### config.mk
export PLATFORM = sky130hd
export DESIGN_NAME = ws2812_frame_ctrl_flat
export DESIGN_NICKNAME = d
export VERILOG_FILES = /design/src/rtl/ws2812_frame_ctrl_pkg.sv /design/src/rtl/ws2812_frame_ctrl_if.sv /design/src/rtl/ws2812_frame_ctrl_treset_timer.sv /design/src/rtl/ws2812_frame_ctrl.sv /design/src/flat_wrapper.sv
export SDC_FILE = /design/constraint.sdc
export NUM_CORES = 1
export LEC_CHECK = 0
export CAP_MARGIN = 10
export CORE_ASPECT_RATIO = 1.75
export CORE_UTILIZATION = 44
export CTS_CLUSTER_DIAMETER = 60
export DETAILED_ROUTE_END_ITERATION = 16
export PLACE_DENSITY = 0.81
export SLEW_MARGIN = 40
export SYNTH_ARGS = -nofsm -noshare
export SYNTH_HDL_FRONTEND = slang
export SYNTH_SLANG_ARGS = --single-unit
### constraint.sdc
create_clock -name i_clk -period 2.3 [get_ports i_clk]
set_clock_uncertainty 0.05 [all_clocks]
set_input_delay 0.69 -clock i_clk [delete_from_list [all_inputs] [get_ports i_clk]]
set_output_delay 0.69 -clock i_clk [all_outputs]
set_load 0.01 [all_outputs]
### src/rtl/ws2812_frame_ctrl_pkg.sv
// Shared types and defaults for the WS2812 capture path: shift-register control
// struct, frame controller states and the saturating counter helper.
package ws2812_frame_ctrl_pkg;

  localparam int unsigned CTRESET_CYCLES_DEFAULT = 2500;
  localparam int unsigned CPIXEL_BITS            = 24;

  typedef struct packed {
    logic shift_en;
    logic decode_bit;
    logic treset;
  } shift_reg_input_t;

  typedef enum logic [1:0] {
    CAPTURE = 2'd0,
    FORWARD = 2'd1,
    LATCH   = 2'd2
  } frame_ctrl_state_t;

  function automatic logic [15:0] sat_inc16(input logic [15:0] v);
    return (v == 16'hFFFF) ? v : v + 16'd1;
  endfunction

endpackage

### src/rtl/ws2812_frame_ctrl_if.sv
// Pixel handoff from the frame controller to the PWM stage (valid/ready).
interface ws2812_frame_ctrl_if;
  logic [23:0] pixel_data;
  logic        pixel_valid;
  logic        pixel_ready;

  modport master (output pixel_data, output pixel_valid, input  pixel_ready);
  modport slave  (input  pixel_data, input  pixel_valid, output pixel_ready);
endinterface

### src/rtl/ws2812_frame_ctrl_treset_timer.sv
// Line idle timer: counts consecutive low clocks and fires a single registered
// treset pulse per idle period once TRESET_CYCLES low clocks have been seen.
module ws2812_treset_timer
  import ws2812_frame_ctrl_pkg::*;
#(
  parameter int unsigned TRESET_CYCLES = CTRESET_CYCLES_DEFAULT
) (
  input  logic i_clk,
  input  logic i_reset_n,
  input  logic i_din_level,
  output logic o_treset_pulse
);

  localparam int unsigned CW = $clog2(TRESET_CYCLES + 1);
  localparam logic [CW-1:0] CMAX  = CW'(TRESET_CYCLES);
  localparam logic [CW-1:0] CLAST = CW'(TRESET_CYCLES - 1);

  logic [CW-1:0] count_d, count_q;
  logic          pulse_d, pulse_q;

  // Saturation at CMAX keeps the pulse from re-firing during a long idle.
  always_comb begin
    count_d = count_q;
    pulse_d = 1'b0;
    if (i_din_level) begin
      count_d = '0;
    end else begin
      if (count_q != CMAX) begin
        count_d = count_q + CW'(1);
      end else begin
        count_d = count_q;
      end
      pulse_d = (count_q == CLAST);
    end
  end

  always_ff @(posedge i_clk or negedge i_reset_n) begin
    if (!i_reset_n) begin
      count_q <= '0;
      pulse_q <= 1'b0;
    end else begin
      count_q <= count_d;
      pulse_q <= pulse_d;
    end
  end

  assign o_treset_pulse = pulse_q;

endmodule

### src/rtl/ws2812_frame_ctrl.sv
// WS2812 frame controller: gates the capture shift register, detects treset,
// latches each pixel for the PWM stage. Optional stats: WS2812_FRAME_STATS_EN.
module ws2812_frame_ctrl
  import ws2812_frame_ctrl_pkg::*;
#(
  parameter int unsigned TRESET_CYCLES = CTRESET_CYCLES_DEFAULT,
  parameter int unsigned PIXEL_BITS    = CPIXEL_BITS
) (
  input  logic                       i_clk,
  input  logic                       i_reset_n,
  input  logic                       i_din_level,
  input  logic                       i_bit_valid,
  input  logic                       i_bit_value,
  input  logic [23:0]                i_led_data,
  output shift_reg_input_t           o_shift_reg,
  output logic                       o_frame_err,
  output logic                       o_overrun,
  output logic [15:0]                o_frame_count,
  output logic [15:0]                o_fwd_bits,
  ws2812_frame_ctrl_if.master        pix
);

  localparam logic [4:0] CPIX = 5'(PIXEL_BITS);

  frame_ctrl_state_t state_d, state_q;
  logic [4:0]        bit_cnt_d, bit_cnt_q;
  logic [23:0]       pixel_data_d, pixel_data_q;
  logic              pixel_valid_d, pixel_valid_q;
  logic              frame_err_d, frame_err_q;
  logic              overrun_d, overrun_q;
  logic              treset_s;
  logic              accept_s;

  ws2812_treset_timer #(.TRESET_CYCLES(TRESET_CYCLES)) u_treset_timer (
    .i_clk          (i_clk),
    .i_reset_n      (i_reset_n),
    .i_din_level    (i_din_level),
    .o_treset_pulse (treset_s)
  );

  assign accept_s = pixel_valid_q && pix.pixel_ready;

  // Frame sequencing and pixel handshake next-state.
  always_comb begin
    state_d       = state_q;
    bit_cnt_d     = bit_cnt_q;
    pixel_data_d  = pixel_data_q;
    pixel_valid_d = accept_s ? 1'b0 : pixel_valid_q;
    frame_err_d   = 1'b0;
    overrun_d     = 1'b0;
    case (state_q)
      CAPTURE: begin
        if (treset_s) begin
          frame_err_d = (bit_cnt_q != 5'd0);
          bit_cnt_d   = 5'd0;
        end else if (i_bit_valid) begin
          bit_cnt_d = bit_cnt_q + 5'd1;
          if (bit_cnt_d == CPIX) begin
            state_d = FORWARD;
          end else begin
            state_d = CAPTURE;
          end
        end else begin
          bit_cnt_d = bit_cnt_q;
        end
      end
      FORWARD: begin
        if (treset_s) begin
          state_d = LATCH;
        end else begin
          state_d = FORWARD;
        end
      end
      LATCH: begin
        // A load coinciding with an accept replaces the pixel without loss.
        pixel_data_d  = i_led_data;
        pixel_valid_d = 1'b1;
        overrun_d     = pixel_valid_q && !accept_s;
        bit_cnt_d     = {4'd0, i_bit_valid};
        state_d       = CAPTURE;
      end
      default: begin
        state_d   = CAPTURE;
        bit_cnt_d = 5'd0;
      end
    endcase
  end

  always_ff @(posedge i_clk or negedge i_reset_n) begin
    if (!i_reset_n) begin
      state_q       <= CAPTURE;
      bit_cnt_q     <= 5'd0;
      pixel_data_q  <= 24'd0;
      pixel_valid_q <= 1'b0;
      frame_err_q   <= 1'b0;
      overrun_q     <= 1'b0;
    end else begin
      state_q       <= state_d;
      bit_cnt_q     <= bit_cnt_d;
      pixel_data_q  <= pixel_data_d;
      pixel_valid_q <= pixel_valid_d;
      frame_err_q   <= frame_err_d;
      overrun_q     <= overrun_d;
    end
  end

  // Only this LED's bits (and a bit arriving during LATCH) enter the shift register.
  always_comb begin
    o_shift_reg            = '0;
    o_shift_reg.treset     = treset_s;
    o_shift_reg.decode_bit = i_bit_value;
    if (state_q == CAPTURE || state_q == LATCH) begin
      o_shift_reg.shift_en = i_bit_valid;
    end else begin
      o_shift_reg.shift_en = 1'b0;
    end
  end

  assign pix.pixel_data  = pixel_data_q;
  assign pix.pixel_valid = pixel_valid_q;
  assign o_frame_err     = frame_err_q;
  assign o_overrun       = overrun_q;

`ifdef WS2812_FRAME_STATS_EN
  logic [15:0] fwd_cnt_d, fwd_cnt_q;
  logic [15:0] frame_count_d, frame_count_q;
  logic [15:0] fwd_bits_d, fwd_bits_q;

  // Per-frame forwarded-bit count and frame counter.
  always_comb begin
    fwd_cnt_d     = fwd_cnt_q;
    frame_count_d = frame_count_q;
    fwd_bits_d    = fwd_bits_q;
    if (state_q == LATCH) begin
      fwd_cnt_d     = 16'd0;
      frame_count_d = frame_count_q + 16'd1;
      fwd_bits_d    = fwd_cnt_q;
    end else if (state_q == FORWARD && i_bit_valid) begin
      fwd_cnt_d = sat_inc16(fwd_cnt_q);
    end else begin
      fwd_cnt_d = fwd_cnt_q;
    end
  end

  always_ff @(posedge i_clk or negedge i_reset_n) begin
    if (!i_reset_n) begin
      fwd_cnt_q     <= 16'd0;
      frame_count_q <= 16'd0;
      fwd_bits_q    <= 16'd0;
    end else begin
      fwd_cnt_q     <= fwd_cnt_d;
      frame_count_q <= frame_count_d;
      fwd_bits_q    <= fwd_bits_d;
    end
  end

  assign o_frame_count = frame_count_q;
  assign o_fwd_bits    = fwd_bits_q;
`else
  assign o_frame_count = 16'd0;
  assign o_fwd_bits    = 16'd0;
`endif

endmodule

### src/flat_wrapper.sv
// flat-port wrapper written by rule: the top's interface ports become plain ports
module ws2812_frame_ctrl_flat import ws2812_frame_ctrl_pkg::*;
#(
  parameter int unsigned TRESET_CYCLES = CTRESET_CYCLES_DEFAULT,
  parameter int unsigned PIXEL_BITS    = CPIXEL_BITS
)
  (i_clk, i_reset_n, i_din_level, i_bit_valid, i_bit_value, i_led_data, o_shift_reg, o_frame_err, o_overrun, o_frame_count, o_fwd_bits, pix_pixel_data, pix_pixel_valid, pix_pixel_ready);
  ws2812_frame_ctrl_if pix_i ();
  input  logic i_clk;
  input  logic i_reset_n;
  input  logic i_din_level;
  input  logic i_bit_valid;
  input  logic i_bit_value;
  input  logic [23:0] i_led_data;
  output shift_reg_input_t o_shift_reg;
  output logic o_frame_err;
  output logic o_overrun;
  output logic [15:0] o_frame_count;
  output logic [15:0] o_fwd_bits;
  output wire logic [$bits(pix_i.pixel_data)-1:0] pix_pixel_data;
  output wire logic [$bits(pix_i.pixel_valid)-1:0] pix_pixel_valid;
  input wire logic [$bits(pix_i.pixel_ready)-1:0] pix_pixel_ready;
  assign pix_pixel_data = pix_i.pixel_data;
  assign pix_pixel_valid = pix_i.pixel_valid;
  assign pix_i.pixel_ready = pix_pixel_ready;
  ws2812_frame_ctrl #(.TRESET_CYCLES(TRESET_CYCLES), .PIXEL_BITS(PIXEL_BITS)) u_core (.i_clk(i_clk), .i_reset_n(i_reset_n), .i_din_level(i_din_level), .i_bit_valid(i_bit_valid), .i_bit_value(i_bit_value), .i_led_data(i_led_data), .o_shift_reg(o_shift_reg), .o_frame_err(o_frame_err), .o_overrun(o_overrun), .o_frame_count(o_frame_count), .o_fwd_bits(o_fwd_bits), .pix(pix_i));
endmodule
Word level (Yosys, flattened, before mapping)
Cells that the tools add are included.

operators by class
  add/subtract/negate cells = 2
  $mul = 0
  div/mod/pow operators = 0
  magnitude comparators = 0
  equal/unequal tests = 8
  shift operators = 0
  mux-type cells = 17
  bitwise gates (word level) = 1
  reduce and logical (&&, ||, !) cells = 10

operators by type and width
  cell                                           number
  2-to-1 mux 12 bit                              2
  one-hot mux 5 bit (3 select lines)             1
  adder 12 x 1 -> 12 bit, second input constant  1
  == test 12 bit, second input constant          1
  != test 12 bit, second input constant          1
  2-to-1 mux 5 bit                               2
  2-to-1 mux 1 bit                               8
  2-to-1 mux 2 bit                               3
  adder 5 x 1 -> 5 bit, second input constant    1
  == test 5 bit, second input constant           1
  nonzero test 5 bit                             1
  != test 2 bit, second input constant           2
  one-hot mux 2 bit (2 select lines)             1
  AND reduction 2 bit                            2
  nonzero test 2 bit                             2
  != test 3 bit, second input constant           1
  == test 2 x 1 -> 1 bit, second input constant  1
  == test 2 bit, second input constant           1
  logical AND 1 bit                              2
  zero test 2 bit                                1
  zero test 1 bit                                1
  logical OR 1 bit                               1
  inverter 1 bit                                 1

word-level totals
  register bits = 47
  latch bits = 0
  memory bits (writable) = 0
  memory bits (read-only) = 0
  input port bits = 30
  output and inout bits = 62
  logic and storage cells = 46
  memories = 0

Depth between registers and ports, before layout
Gate-level depths: netlist (run 1).

  depth after elaboration = 6
  gate-level depth with buffers = 5
  depth with buffers taken out = 5

Cells and area by module
A second synthesis (run 1) with hierarchy kept.

unflattened totals
  cells, all modules = 218
  area, all modules = 2522.4 µm²

modules (own cells, without submodules)
  module               instances  cells an instance  area each (µm²)  seq. area each (µm²)
  ws2812_frame_ctrl    1          146                1815.5           850.8
  ws2812_treset_timer  1          72                 706.9            325.3

Worst setup path before layout (run 1)
OpenSTA, ideal clock, no wires.

  kind = input to output
  from = in i_bit_valid
  to = out o_shift_reg[2] (netlist name)
  arrival time = 1.179 ns
  data required time = 1.560 ns
  path slack = 0.381 ns
  cell stages on the path = 2
  path buffers = 1
  cell sequence = clkbuf_1 -> nor2b_1

RTL lines
  what         line                RTL
  from (decl)  flat_wrapper.sv:12  input logic i_bit_valid;
  to (decl)    flat_wrapper.sv:15  output shift_reg_input_t o_shift_reg;

==> metrics.txt, run 1 <==
status=finished, final reports clean; DRC=0; Tmin final=2.18 ns; CP arrival=1.44 ns; H-tree levels=2; Hold/Removal Path Class=primary input to async pin; via count=1,739; mapped cell area=2450 um^2; # setup viols final=0; die width=58.4 um; Total Wirelength=4510 um; fin crit share=0.947; GRT Overall Usage=0.168; pin count of the biggest net entering global routing=48; deepest clock path buffer count=2; area grow syn2layout=24.7%; crit path max fanout=2; Nets=314; Yosys warning total=0; Core Footprint=5300 um^2; worst-skew pair later-pin latency=0.30 ns; number of global-route vias before repair=1,654; initial antenna violation count=0; crit-path max cell delay=0.47 ns; via density per instance=4.91; crit path capture type=output port; Hold WS=0.422 ns; Post-Synth Simple-Gate Area=0.144; Adder-Cell Fraction of Synth Area=0.0256; Clock Sinks=47; setup tns final=0 ns; Syn Area/Cell=11.0 um^2; max_cap viols=0; Compound-Gate Fraction of Synth Area=0.0691; clock-pin slew on the worst setup and hold paths=0.08 ns; postcts setup bufs=0; Worst EP required=1.56 ns; first-pass GRT wire length=7460 um; die area=5870 um^2; 1st-iter DRT viols=36; DR WL/cell=12.8 um; Worst Tran Pin Value=0.595 ns; Yosys reg bits=47; critical path type=primary input to output port; TritonRoute pass-1 iters=6; Area after DPL=2970 um^2; # rows=35; Leakage Power=1.41 nW; clock root buffer=clkbuf_8; Crit-path slowest cell=clkdlybuf4s50_1; Port Buffers=57; routability cong.=0.769; Filler cells=448; chip height=101 um; CTS tree=built; most frequent cells in the layout=clkdlybuf4s50_1, dfrtp_1, conb_1; CTS resizes=4; post-route ant nets=0; critical-path cell list=clkdlybuf4s50_1 > nor2b_2 > buf_2; highest clock rate=0.459 GHz; Max Slew Vio Count=0; Initial Util=0.462; Post-Synth XOR/XNOR Area=0.00716; hold_buf cts=0; Ports=92; Rel. slew slack=0.603; antenna fix cells=0; worst vdd ir=0.215 mV; Hold Fails Final Rpt=0; Unique masters post-synth=39; most common library cell in the layout ignoring fill and taps=clkdlybuf4s50_1; Design Area, Final=3050 um^2; Startpoint Class=primary input; combinational family with the most area after synthesis=simple AND/OR/NAND/NOR gates; HPWL Detailed=3330 um; PwrDens=472 nW/um^2; grt total ovfl=0; CTS buffer count=5; Synth Instances=223; mux contribution to synthesized area=0.135; register area share after synthesis=0.481; share of cells above drive strength 1=0.171; RSZ-0062 raised after global routing=no
[final cells by class]
class | count | area (um^2) | area share
inverter | 8 | 30.0 | 0.00985
tap | 74 | 92.6 | 0.0304
sequential | 47 | 1180 | 0.386
timing repair buffer | 64 | 613 | 0.201
clock buffer | 7 | 76.3 | 0.0250
clock inverter | 1 | 5.00 | 0.00164
multi-input combinational | 153 | 1060 | 0.346
[worst max-delay path, delay by kind of cell]
kind          cells  cell delay (ns)
simple gates      1             0.14
buf+inv           2             0.60
[power by group]
| group | switching, mW | total [mW] | leakage [nW] | internal [mW] |
|---|---|---|---|---|
| clock network | 0.263 | 0.477 | 0.0422 | 0.214 |
| registers | 0.00728 | 0.838 | 0.631 | 0.830 |
| logic | 0.0652 | 0.124 | 0.735 | 0.0593 |
| total | 0.336 | 1.44 | 1.41 | 1.10 |
[layer usage]
layer | routed length, um | vias to the layer above | GRT usage | share of wire
li1 | - | 814 | - | -
met1 | 1660 | 840 | 0.181 | 0.37
met2 | 2460 | 70 | 0.295 | 0.55
met3 | 222 | 15 | 0.0321 | 0.049
met4 | 165 | 0 | 0.103 | 0.037
met5 | 0 | - | 0 | 0
[final timing paths]
check	start	endpoint	slack [ns]	depth (start not counted)
setup / recovery	i_bit_valid	o_shift_reg[2]	0.12	3
hold / removal	i_reset_n	u_core.pix.pixel_data[19]	0.42	2
setup reg to reg	u_core.u_treset_timer.count_q[9]	u_core.u_treset_timer.count_q[0]	0.41	3
hold reg to reg	u_core.pix.pixel_valid	u_core.pix.pixel_valid	0.45	1
max in group asynchronous	i_reset_n	u_core.u_treset_timer.count_q[2]	1.37	2
min in group i_clk	u_core.pix.pixel_valid	u_core.pix.pixel_valid	0.45	1
[registers in the layout, indices dropped and copies added, names as in the netlist]
register                              cells
u_core.pix.pixel_data                    24
u_core.u_treset_timer.count_q            12
u_core.bit_cnt_q                          5
u_core.state_q                            2
u_core.o_frame_err                        1
u_core.o_overrun                          1
u_core.pix.pixel_valid                    1
u_core.u_treset_timer.o_treset_pulse      1
[per-stage QoR]
stage / setup slack (ns) / util / power, mW / cells
floorplan: 0.381 / - / 0.948 / 254
global placement: -0.301 / 0.561 / 0.975 / 346
detailed placement: -0.307 / 0.561 / 0.978 / 346
CTS: 0.0231 / 0.577 / 1.46 / 354
global route: 0.0955 / 0.575 / 1.51 / 354
finish: 0.121 / 0.575 / 1.44 / 354
[cell families (layout without fill, tap and decap cells)]
logic type | Yosys count | count (layout)
xor+xnor | 2 | 2
other cells | 1 | 32
buf+inv | 54 | 80
simple gates | 59 | 59
flops | 47 | 47
fa+ha+maj | 5 | 5
compound gates | 26 | 26
mux | 29 | 29
[cells in the mapped netlist, drive strengths merged]
| cell | count | area, um^2 |
|---|---|---|
| or3 | 3 | 18.8 |
| nor4b | 2 | 17.5 |
| o21ai | 4 | 20.0 |
| nand2 | 8 | 30.0 |
| a21oi | 8 | 40.0 |
| nor4bb | 1 | 10.0 |
| mux2 | 28 | 319 |
| clkbuf | 8 | 30.0 |
| ha | 5 | 62.6 |
| a21boi | 1 | 7.51 |
| o31ai | 5 | 37.5 |
| inv | 8 | 30.0 |
| mux2i | 1 | 10.0 |
| conb | 1 | 3.75 |
| dfrtp | 47 | 1180 |
| xor2 | 2 | 17.5 |
| nand3b | 3 | 22.5 |
| and3 | 1 | 6.26 |
| nor2b | 4 | 25.0 |
| a21o | 2 | 15.0 |
| a22o | 1 | 8.76 |
| nand3 | 7 | 35.0 |
| or4 | 6 | 50.1 |
| nor3b | 2 | 15.0 |
| o21a | 1 | 7.51 |
| a2111oi | 1 | 8.76 |
| nand2b | 4 | 25.0 |
| o21bai | 1 | 7.51 |
| buf | 38 | 275 |
| nand4 | 3 | 18.8 |
| a311oi | 1 | 8.76 |
| nor2 | 12 | 45.0 |
| nor4 | 3 | 33.8 |
| o211ai | 1 | 7.51 |
No activity file was read; power rests on OpenSTA's default activity.
==> run 2: changes to the inputs <==
--- a/config.mk
+++ b/config.mk
@@ -9,7 +9,10 @@
 export CORE_ASPECT_RATIO = 1.75
 export CORE_UTILIZATION = 44
 export CTS_CLUSTER_DIAMETER = 60
+export CTS_CLUSTER_SIZE = 16
 export DETAILED_ROUTE_END_ITERATION = 16
+export HOLD_SLACK_MARGIN = 0.02
+export MAX_ROUTING_LAYER = met4
 export PLACE_DENSITY = 0.81
 export SLEW_MARGIN = 40
 export SYNTH_ARGS = -nofsm -noshare
==> run 2 against run 1 <==
Compared with the run above:
- setup slack barely moved
- routed wire length fell by 0.27%
- core utilization did not move
- clock power barely moved
- flip-flop and latch count did not move
- sequential share of layout area did not move
- largest cell class unchanged
- largest power group unchanged
==> metrics.txt, run 2 (synthesized netlist as in run 1, its figures left out) <==
Filler cells=448 (unchanged); hold_buf cts=0 (unchanged); via density per instance=4.83 (was 4.91); Port Buffers=57 (unchanged); crit path from=i_bit_valid (unchanged); Worst EP required=1.56 ns (about the same); crit-path max cell delay=0.47 ns (about the same); initial antenna violation count=0 (unchanged); deepest clock path buffer count=2 (unchanged); DR WL/cell=12.7 um (was 12.8 um); DRC=0 (unchanged); Hold Fails Final Rpt=0 (unchanged); Place WS=-0.307 ns (unchanged); Tmin final=2.18 ns (about the same); area grow syn2layout=24.7% (unchanged); CTS buffer count=5 (unchanged); register area=1180 um^2 (unchanged); grt total ovfl=0 (unchanged); # rows=35 (unchanged); Initial Util=0.462 (unchanged); Hold WS=0.417 ns (was 0.422 ns); status=finished, final reports clean (unchanged); Nets=314 (unchanged); Ports=92 (unchanged); worst vdd ir=0.215 mV (about the same); critical path type=primary input to output port (unchanged); Multi-input gate area=1060 um^2 (unchanged); most frequent cells in the layout=clkdlybuf4s50_1, dfrtp_1, conb_1 (unchanged); pin count of the biggest net entering global routing=48 (unchanged); Core Footprint=5300 um^2 (unchanged); clock-pin slew on the worst setup and hold paths=0.08 ns (about the same); clock root buffer=clkbuf_8 (unchanged); Total Wirelength=4500 um (was 4510 um); H-tree levels=2 (unchanged); share of cells above drive strength 1=0.171 (unchanged); 1st-iter DRT viols=41 (was 36); Area after DPL=2970 um^2 (unchanged); CP arrival=1.44 ns (about the same); worst r2r src=u_core.u_treset_timer.count_q[9] (unchanged); RSZ-0062 raised after global routing=no (unchanged); Design Area, Final=3050 um^2 (unchanged); Hold/Removal Path Class=primary input to async pin (unchanged); Pwr Total=1.44 mW (about the same); Leakage Power=1.41 nW (unchanged); die area=5870 um^2 (unchanged); # setup viols final=0 (unchanged); critical-path cell list=clkdlybuf4s50_1 > nor2b_2 > buf_2 (unchanged); die width=58.4 um (unchanged); GRT Overall Usage=0.173 (was 0.168); chip height=101 um (unchanged); CTS tree=built (unchanged); most common library cell in the layout ignoring fill and taps=clkdlybuf4s50_1 (unchanged); Max Slew Vio Count=0 (unchanged); Startpoint Class=primary input (unchanged); PwrDens=472 nW/um^2 (about the same); Clock Sinks=47 (unchanged); max FFs per register=24 (unchanged); routability cong.=0.779 (was 0.769); Final Core Density=0.575 (unchanged); Crit-path slowest cell=clkdlybuf4s50_1 (unchanged); worst-skew pair later-pin latency=0.30 ns (about the same); Rel. slew slack=0.604 (was 0.603); first-pass GRT wire length=7470 um (was 7460 um); Buf/Inv on CP=2 (unchanged); HPWL Detailed=3330 um (unchanged); fin crit share=0.948 (was 0.947); crit path max fanout=2 (unchanged); post-route ant nets=0 (unchanged); via count=1,711 (was 1,739); highest clock rate=0.459 GHz (about the same); R2R Setup Slk=0.41 ns (about the same); TritonRoute pass-1 iters=4 (was 6); worst setup margin=0.121 ns (about the same); Worst Tran Pin Value=0.594 ns (was 0.595 ns); number of global-route vias before repair=1,657 (was 1,654); Top delay family on crit path=buffers and inverters (unchanged); max_cap viols=0 (unchanged); antenna fix cells=0 (unchanged); crit path capture type=output port (unchanged)
-- run 2: timing repair --
item	in CTS	in global routing
cloned	0	0
gates resized for setup	4	1
endpoints found under the setup margin	1	1
buffers inserted	0	0
-- run 2: worst paths after layout --
path | endpoint | cells after the start
max | o_shift_reg[2] | 3
min | u_core.pix.pixel_data[19] | 2
max reg2reg | u_core.u_treset_timer.count_q[0] | 3
min reg2reg | u_core.pix.pixel_valid | 1
max in group asynchronous | u_core.u_treset_timer.count_q[2] | 2
min in group i_clk | u_core.pix.pixel_valid | 1
-- run 2: where the power goes --
group | internal [mW] | switching, mW | total, mW | leakage [nW]
logic | 0.0593 | 0.0649 | 0.124 | 0.735
registers | 0.830 | 0.00716 | 0.838 | 0.631
clock network | 0.214 | 0.263 | 0.476 | 0.0422
-- run 2: through the flow --
stage | cells | setup TNS [ns]
2_1_floorplan | 254 | 0
3_3_place_gp | 346 | -0.301
3_5_place_dp | 346 | -0.307
4_1_cts | 354 | 0
5_1_grt | 354 | 0
6_report | 354 | 0
-- run 2: per-layer routing --
metal  up-vias  global-route usage  part of all wire
met3        11              0.0321             0.044
met1       828               0.182              0.37
li1        815                   -                 -
met5         -                   -                 0
met4         0               0.103             0.036
met2        57               0.294              0.55
-- run 2: layout make-up --
cell class,count,share of cell area
Clock inverter,1,0.00164
Clock buffer,7,0.0250
Timing Repair Buffer,64,0.201
Tap cell,74,0.0304
Multi-Input combinational cell,153,0.346
Sequential cell,47,0.386
Inverter,8,0.00985
==> run 3: changes to the inputs <==
--- a/config.mk
+++ b/config.mk
@@ -8,7 +8,7 @@
 export CAP_MARGIN = 10
 export CORE_ASPECT_RATIO = 1.75
 export CORE_UTILIZATION = 44
-export CTS_CLUSTER_DIAMETER = 60
+export CTS_CLUSTER_DIAMETER = 50
 export CTS_CLUSTER_SIZE = 16
 export DETAILED_ROUTE_END_ITERATION = 16
 export HOLD_SLACK_MARGIN = 0.02
==> results of run 3 <==
The final DEF is identical to that of run 2; final timing and power are the same.
